**src/rtl/hazard_stall_controller_if.sv**
```systemverilog
// Bundle between the pipeline datapath and hazard_stall_controller.
// Statistics counters exist only when HAZARD_STATS_EN is defined.
interface hazard_stall_controller_if #(
   parameter int unsigned CNT_W = 16
);

   if (CNT_W < 1) begin : g_bad_cnt_w
      $error("CNT_W must be at least 1");
   end

   logic [4:0] src1;
   logic [4:0] src2;
   logic       two_src;
   logic [4:0] EX_Dest;
   logic       EX_WB_EN;
   logic       EX_MEM_R_EN;
   logic [4:0] MEM_Dest;
   logic       MEM_WB_EN;
   logic       MEM_R_EN;
   logic       MEM_W_EN;
   logic       mem_ready;
   logic       forwarding_enable;
   logic       pc_freeze;
   logic       if_id_freeze;
   logic       id_ex_bubble;
   logic       pipe_freeze;
   logic       mem_busy;
   logic       mem_timeout;
`ifdef HAZARD_STATS_EN
   logic [CNT_W-1:0] stall_cnt;
   logic [CNT_W-1:0] mem_wait_cnt;
`endif

   modport master (
      output src1, src2, two_src, EX_Dest, EX_WB_EN, EX_MEM_R_EN, MEM_Dest, MEM_WB_EN,
             MEM_R_EN, MEM_W_EN, mem_ready, forwarding_enable,
      input  pc_freeze, if_id_freeze, id_ex_bubble, pipe_freeze, mem_busy, mem_timeout
`ifdef HAZARD_STATS_EN
      , input stall_cnt, mem_wait_cnt
`endif
   );

   modport slave (
      input  src1, src2, two_src, EX_Dest, EX_WB_EN, EX_MEM_R_EN, MEM_Dest, MEM_WB_EN,
             MEM_R_EN, MEM_W_EN, mem_ready, forwarding_enable,
      output pc_freeze, if_id_freeze, id_ex_bubble, pipe_freeze, mem_busy, mem_timeout
`ifdef HAZARD_STATS_EN
      , output stall_cnt, mem_wait_cnt
`endif
   );

endinterface

```
**src/rtl/hazard_stall_controller.sv**
```systemverilog
// RAW hazard detection plus a data-SRAM wait-state FSM for the five-stage MIPS pipeline.
// Optional saturating stall statistics are enabled by defining HAZARD_STATS_EN.
module hazard_stall_controller #(
   parameter int unsigned MEM_TIMEOUT = 15,
   parameter int unsigned CNT_W       = 16
) (
   input logic                      clk,
   input logic                      rst,
   hazard_stall_controller_if.slave bus
);

   if (MEM_TIMEOUT < 1 || MEM_TIMEOUT > 15) begin : g_bad_timeout
      $error("MEM_TIMEOUT must be in 1..15");
   end
   if (CNT_W < 1) begin : g_bad_cnt_w
      $error("CNT_W must be at least 1");
   end

   typedef enum logic [1:0] {StIdle, StWait, StDone} mem_state_e;

   // Counter holds completed WAIT cycles, so the last allowed one sees MEM_TIMEOUT-1.
   localparam logic [3:0] TimeoutLast = 4'(MEM_TIMEOUT - 1);

   mem_state_e state_q, state_d;
   logic [3:0] tcnt_q, tcnt_d;
   logic       timeout_q, timeout_d;
   logic       hazard;
   logic       mem_req;
   logic       mem_stall;

   function automatic logic match(input logic [4:0] s, input logic [4:0] d);
      return (s == d) && (s != 5'd0);
   endfunction

   always_comb begin
      hazard = 1'b0;
      if (bus.forwarding_enable) begin
         hazard = bus.EX_MEM_R_EN & (match(bus.src1, bus.EX_Dest) |
                                     (bus.two_src & match(bus.src2, bus.EX_Dest)));
      end else begin
         hazard = (bus.EX_WB_EN & (match(bus.src1, bus.EX_Dest) |
                                   (bus.two_src & match(bus.src2, bus.EX_Dest)))) |
                  (bus.MEM_WB_EN & (match(bus.src1, bus.MEM_Dest) |
                                    (bus.two_src & match(bus.src2, bus.MEM_Dest))));
      end
   end

   always_comb begin
      state_d   = state_q;
      tcnt_d    = tcnt_q;
      timeout_d = timeout_q;
      mem_req   = bus.MEM_R_EN | bus.MEM_W_EN;
      unique case (state_q)
         StIdle: begin
            if (mem_req) begin
               state_d = StWait;
               tcnt_d  = 4'd0;
            end
         end
         StWait: begin
            if (bus.mem_ready) begin
               state_d = StDone;
            end else if (tcnt_q == TimeoutLast) begin
               state_d   = StDone;
               timeout_d = 1'b1;
            end else begin
               tcnt_d = tcnt_q + 4'd1;
            end
         end
         // The finished access is still in MEM here; ignore its request.
         StDone:  state_d = StIdle;
         default: state_d = StIdle;
      endcase
      mem_stall = ((state_q == StIdle) & mem_req) | (state_q == StWait);
   end

   always_ff @(posedge clk or posedge rst) begin
      if (rst) begin
         state_q   <= StIdle;
         tcnt_q    <= 4'd0;
         timeout_q <= 1'b0;
      end else begin
         state_q   <= state_d;
         tcnt_q    <= tcnt_d;
         timeout_q <= timeout_d;
      end
   end

   // A memory freeze wins over the bubble so a frozen ID/EX keeps its contents.
   assign bus.pipe_freeze  = ~rst & mem_stall;
   assign bus.pc_freeze    = ~rst & (mem_stall | hazard);
   assign bus.if_id_freeze = ~rst & (mem_stall | hazard);
   assign bus.id_ex_bubble = ~rst & hazard & ~mem_stall;
   assign bus.mem_busy     = ~rst & (state_q == StWait);
   assign bus.mem_timeout  = ~rst & timeout_q;

`ifdef HAZARD_STATS_EN
   logic [CNT_W-1:0] stall_cnt_q;
   logic [CNT_W-1:0] mem_wait_cnt_q;

   always_ff @(posedge clk or posedge rst) begin
      if (rst) begin
         stall_cnt_q    <= '0;
         mem_wait_cnt_q <= '0;
      end else begin
         if (bus.id_ex_bubble && (stall_cnt_q != '1)) begin
            stall_cnt_q <= stall_cnt_q + 1'b1;
         end
         if (mem_stall && (mem_wait_cnt_q != '1)) begin
            mem_wait_cnt_q <= mem_wait_cnt_q + 1'b1;
         end
      end
   end

   assign bus.stall_cnt    = stall_cnt_q;
   assign bus.mem_wait_cnt = mem_wait_cnt_q;
`endif

endmodule

```
**src/flat_wrapper.sv**
```systemverilog
// flat-port wrapper written by rule: the top's interface ports become plain ports
module hazard_stall_controller_flat 
#(
   parameter int unsigned MEM_TIMEOUT = 15,
   parameter int unsigned CNT_W       = 16
)
  (clk, rst, bus_src1, bus_src2, bus_two_src, bus_EX_Dest, bus_EX_WB_EN, bus_EX_MEM_R_EN, bus_MEM_Dest, bus_MEM_WB_EN, bus_MEM_R_EN, bus_MEM_W_EN, bus_mem_ready, bus_forwarding_enable, bus_pc_freeze, bus_if_id_freeze, bus_id_ex_bubble, bus_pipe_freeze, bus_mem_busy, bus_mem_timeout);
  hazard_stall_controller_if #(.CNT_W(CNT_W)) bus_i ();
  input logic clk;
  input logic rst;
  input wire logic [$bits(bus_i.src1)-1:0] bus_src1;
  input wire logic [$bits(bus_i.src2)-1:0] bus_src2;
  input wire logic [$bits(bus_i.two_src)-1:0] bus_two_src;
  input wire logic [$bits(bus_i.EX_Dest)-1:0] bus_EX_Dest;
  input wire logic [$bits(bus_i.EX_WB_EN)-1:0] bus_EX_WB_EN;
  input wire logic [$bits(bus_i.EX_MEM_R_EN)-1:0] bus_EX_MEM_R_EN;
  input wire logic [$bits(bus_i.MEM_Dest)-1:0] bus_MEM_Dest;
  input wire logic [$bits(bus_i.MEM_WB_EN)-1:0] bus_MEM_WB_EN;
  input wire logic [$bits(bus_i.MEM_R_EN)-1:0] bus_MEM_R_EN;
  input wire logic [$bits(bus_i.MEM_W_EN)-1:0] bus_MEM_W_EN;
  input wire logic [$bits(bus_i.mem_ready)-1:0] bus_mem_ready;
  input wire logic [$bits(bus_i.forwarding_enable)-1:0] bus_forwarding_enable;
  output wire logic [$bits(bus_i.pc_freeze)-1:0] bus_pc_freeze;
  output wire logic [$bits(bus_i.if_id_freeze)-1:0] bus_if_id_freeze;
  output wire logic [$bits(bus_i.id_ex_bubble)-1:0] bus_id_ex_bubble;
  output wire logic [$bits(bus_i.pipe_freeze)-1:0] bus_pipe_freeze;
  output wire logic [$bits(bus_i.mem_busy)-1:0] bus_mem_busy;
  output wire logic [$bits(bus_i.mem_timeout)-1:0] bus_mem_timeout;
  assign bus_i.src1 = bus_src1;
  assign bus_i.src2 = bus_src2;
  assign bus_i.two_src = bus_two_src;
  assign bus_i.EX_Dest = bus_EX_Dest;
  assign bus_i.EX_WB_EN = bus_EX_WB_EN;
  assign bus_i.EX_MEM_R_EN = bus_EX_MEM_R_EN;
  assign bus_i.MEM_Dest = bus_MEM_Dest;
  assign bus_i.MEM_WB_EN = bus_MEM_WB_EN;
  assign bus_i.MEM_R_EN = bus_MEM_R_EN;
  assign bus_i.MEM_W_EN = bus_MEM_W_EN;
  assign bus_i.mem_ready = bus_mem_ready;
  assign bus_i.forwarding_enable = bus_forwarding_enable;
  assign bus_pc_freeze = bus_i.pc_freeze;
  assign bus_if_id_freeze = bus_i.if_id_freeze;
  assign bus_id_ex_bubble = bus_i.id_ex_bubble;
  assign bus_pipe_freeze = bus_i.pipe_freeze;
  assign bus_mem_busy = bus_i.mem_busy;
  assign bus_mem_timeout = bus_i.mem_timeout;
  hazard_stall_controller #(.MEM_TIMEOUT(MEM_TIMEOUT), .CNT_W(CNT_W)) u_core (.clk(clk), .rst(rst), .bus(bus_i));
endmodule
```
**config.mk**
```make
export PLATFORM = sky130hd
export DESIGN_NAME = hazard_stall_controller_flat
export DESIGN_NICKNAME = d
export VERILOG_FILES = /design/src/rtl/hazard_stall_controller_if.sv /design/src/rtl/hazard_stall_controller.sv /design/src/flat_wrapper.sv
export SDC_FILE = /design/constraint.sdc
export NUM_CORES = 1
export LEC_CHECK = 0
export BUFFER_PORTS_ARGS = -buffer_cell sky130_fd_sc_hd__buf_4
export CAP_MARGIN = 30
export CORE_MARGIN = 1.5
export CORE_UTILIZATION = 39
export CTS_CLUSTER_DIAMETER = 150
export DETAILED_ROUTE_END_ITERATION = 8
export HOLD_SLACK_MARGIN = 0.03
export PLACE_DENSITY = 0.74
export SYNTH_ARGS = -nofsm -noshare
export SYNTH_HDL_FRONTEND = slang
export SYNTH_SLANG_ARGS = --single-unit
export TNS_END_PERCENT = 1
```
**constraint.sdc**
```tcl
create_clock -name clk -period 1.6 [get_ports clk]
set_input_delay 0.16 -clock clk [delete_from_list [all_inputs] [get_ports clk]]
set_output_delay 0.16 -clock clk [all_outputs]
set_load 0.01 [all_outputs]
```
==> run_results.csv <==
group,metric,value,unit
place,dp_cells,127,
logic_synthesis,ys_warn_count,0,
die,die_x,44.78,µm
place,post-dp-hpwl,1512,µm
die,die-height,44.78,µm
drt,wirelength,1819,µm
sta,tns,0,ps
logic_synthesis,synth_seq_area_share,25.74,%
logic_synthesis,ys_ff_latch,7,
power_and_ir_drop,net-switching-power,0.3284,mW
global_route,grt_pass1_vias,676,
sta,setup_violations,0,
power_and_ir_drop,p_clk_share,18.5,%
clock_network,htreeDepth,1,
setup_path,path_max_fanout,3,
sta,drv_slew,0,
logic_synthesis,syn_inst,72,
place,io_buffers,35,
die,initial_core_util,43.17,%
setup_path,slowest_delay,520,ps
logic_synthesis,mappedNetlistNets,104,
setup_path,r2r-end,"u_core.tcnt_q[1]$_DFFE_PP0P_",
sta,timing.final.ws_setup,2.990,ps
logic_synthesis,synth_area,680.7,µm²
setup_path,r2r-start,"u_core.state_q[1]$_DFFE_PP0P_",
setup_path,cp-start-kind,"input port",
sta,rsz0062_at_grt,"true",
cells_and_area,final_cells,132,
clock_network,clk_latency,270,ps
power_and_ir_drop,p_per_area,863.6,nW/µm²
drt,firstDrtPassIters,4,
drt,ant_nets,0,
run,drv_cap,0,
cells_and_area,antenna_cells,0,
power_and_ir_drop,vdd_drop_max,0.7914,mV
sta,relSlewSlack,77.69,%
clock_network,cts-root-buf,"clkbuf_4",
min_path,hold_path_class,"input port to flop",
sta,timing.final.crit_period,1597,ps
setup_path,endpoint_kind,"primary output",
cells_and_area,final_cell_mix,"buf_4, xor2_1, xnor2_1",
logic_synthesis,syn_area_per_cell,9.454,µm²
die,fp.dieArea,2005,µm²
global_route,antenna_found_initial,0,
clock_network,cts.sinks,7,
global_route,grt_use_total,20.25,%
logic_synthesis,yosysTopAreaCell,"dfrtp_1",
setup_path,crit_family,"simple AND/OR/NAND/NOR gates",
cells_and_area,final_util,66.59,%
clock_network,clk_pin_slew,60,ps
logic_synthesis,synth.distinct_cells,28,
global_route,grt_max_degree,8,
clock_network,clk_path_buf_depth,2,
drt,vias,699,
cells_and_area,layout-drive-gt1-share,46.55,%
sta,hold_ws,296.1,ps
cells_and_area,fin_nets,149,
power_and_ir_drop,p_comb_share,52.8,%
drt,routedWlPerCell,13.78,µm
sta,tightest_slew,331.6,ps
cells_and_area,layout_commonest_cell,"buf_4",
outcome,status,"finished, final reports clean",
clock_network,postCtsSetupBuffers,0,
sta,finalCritPeriodShare,99.81,%
power_and_ir_drop,swShare,36.22,%
sta,hold_violations,0,
setup_path,path_class,"input port to primary output",
setup_path,cp.required,1440,ps
global_route,overflow,0,
clock_network,cts_tree,"yes",
logic_synthesis,synth_top_area_share,25.74,%
drt,first_iter_violations,5,
setup_path,cp_slowest_cell,"or4_1",
global_route,grt_pass1_wl,2835,µm
setup_path,cp.depth,5,
die,row_count,14,
place,preCtsSetupSlack,1.865,ps
sta,fin_skew,9.533,ps
cells_and_area,syn_to_final_growth,54.23,%
sta,fmax,626.2,MHz
min_path,worstHoldStart,"bus_mem_ready",
setup_path,cp.arrival,1440,ps
die,design.core.area,1577,µm²
clock_network,tritoncts.num_buffers,3,
place,gp_congestion,0.8575,
logic_synthesis,synth_edf_count,0,
setup_path,r2r_slack,100,ps
setup_path,reg2reg_depth,4,
cells_and_area,design_area,1050,µm²
power_and_ir_drop,internal-power,0.5782,mW
logic_synthesis,async_flop_share,100.0,%
die,ioPinCount,36,
power_and_ir_drop,power_leakage,0.4865,nW
setup_path,crit_buf_inv,2,
power_and_ir_drop,finalPower,0.9066,mW
setup_path,path_cells,"buf_4, or4_1, o221ai_1, nand3b_1, buf_4",
power_and_ir_drop,seqPwrFrac,28.7,%
place,placed_area,993.5,µm²
setup_path,critPathLaunch,"bus_src2[1]",
setup_path,crit_top_cell,"buf_4",
logic_synthesis,synth_flop_cell,"dfrtp_1",
setup_path,cp-endpoint,"bus_if_id_freeze",
logic_synthesis,yosys-top-cells-area,"dfrtp_1, xor2_1, xnor2_1, nor2_1, a311oi_4",
drt,routed_via_density,5.295,
drt,drc_errors,0,
worst reg2reg max path: stages, from the launching register on:
cell and delay [ps]:
dfrtp_1 400, nand2b_4 190, a311oi_4 290, or2_4 180, mux2_1 310
layer usage:
metal	vias up	global-route usage, %	part of all wire [%]
met5	-	0	0
met4	0	11.18	2.4
met3	4	6.800	4.9
met2	19	32.17	48
met1	333	24.05	44
li1	343	-	-
how the worst min path moves through the flow:
stage / to / depth (start not counted)
after floorplan: u_core.state_q[0]$_DFFE_PP0P_ / 1
after global placement: u_core.tcnt_q[3]$_DFFE_PP0P_ / 3
after CTS: u_core.state_q[1]$_DFFE_PP0P_ / 4
after global routing: u_core.timeout_q$_DFFE_PP0P_ / 3
after detailed placement: u_core.timeout_q$_DFFE_PP0P_ / 3
final: u_core.state_q[1]$_DFFE_PP0P_ / 4
final cells by class:
type                            count  area, µm²
Fill cell                         126      526.8
Multi-Input combinational cell     62      510.5
Clock buffer                        4      26.28
Timing Repair Buffer               41      310.3
Sequential cell                     7      175.2
Tap cell                           16      20.02
Inverter                            2      7.507
power groups by stage:
stage / Clock [mW] / Sequential, mW / Combinational (mW)
finish: 0.168 / 0.260 / 0.479
global placement: 0 / 0.259 / 0.458
global route: 0.179 / 0.266 / 0.522
floorplan: 0 / 0.261 / 0.256
detailed placement: 0 / 0.261 / 0.468
CTS: 0.174 / 0.259 / 0.471
synthesized netlist by cell type (2+ instances only):
| cell | n |
|---|---|
| dfrtp_1 | 7 |
| ha_1 | 2 |
| inv_1 | 2 |
| nand2_1 | 2 |
| nand4_1 | 4 |
| nor2_1 | 8 |
| nor3_1 | 4 |
| nor4_1 | 3 |
| xnor2_1 | 10 |
| xor2_1 | 12 |
registers in the layout, indices dropped and copies added, names as in the netlist:
name	cells
u_core.tcnt_q	4
u_core.state_q	2
u_core.timeout_q	1
what timing repair did:
action | CTS | global route
resized for setup | 0 | 4
endpoints found under the setup margin | 0 | 6
endpoints found under the hold margin | 7 | 0
hold buffers | 1 | 0
cell families after synthesis:
kind of cell,synth area share (%)
simple gates,27.57
compound gates,9.375
flops,25.74
buf+inv,2.207
fa+ha+maj,3.676
mux,3.125
xor+xnor,28.31
(Power assumes the default switching activity.)
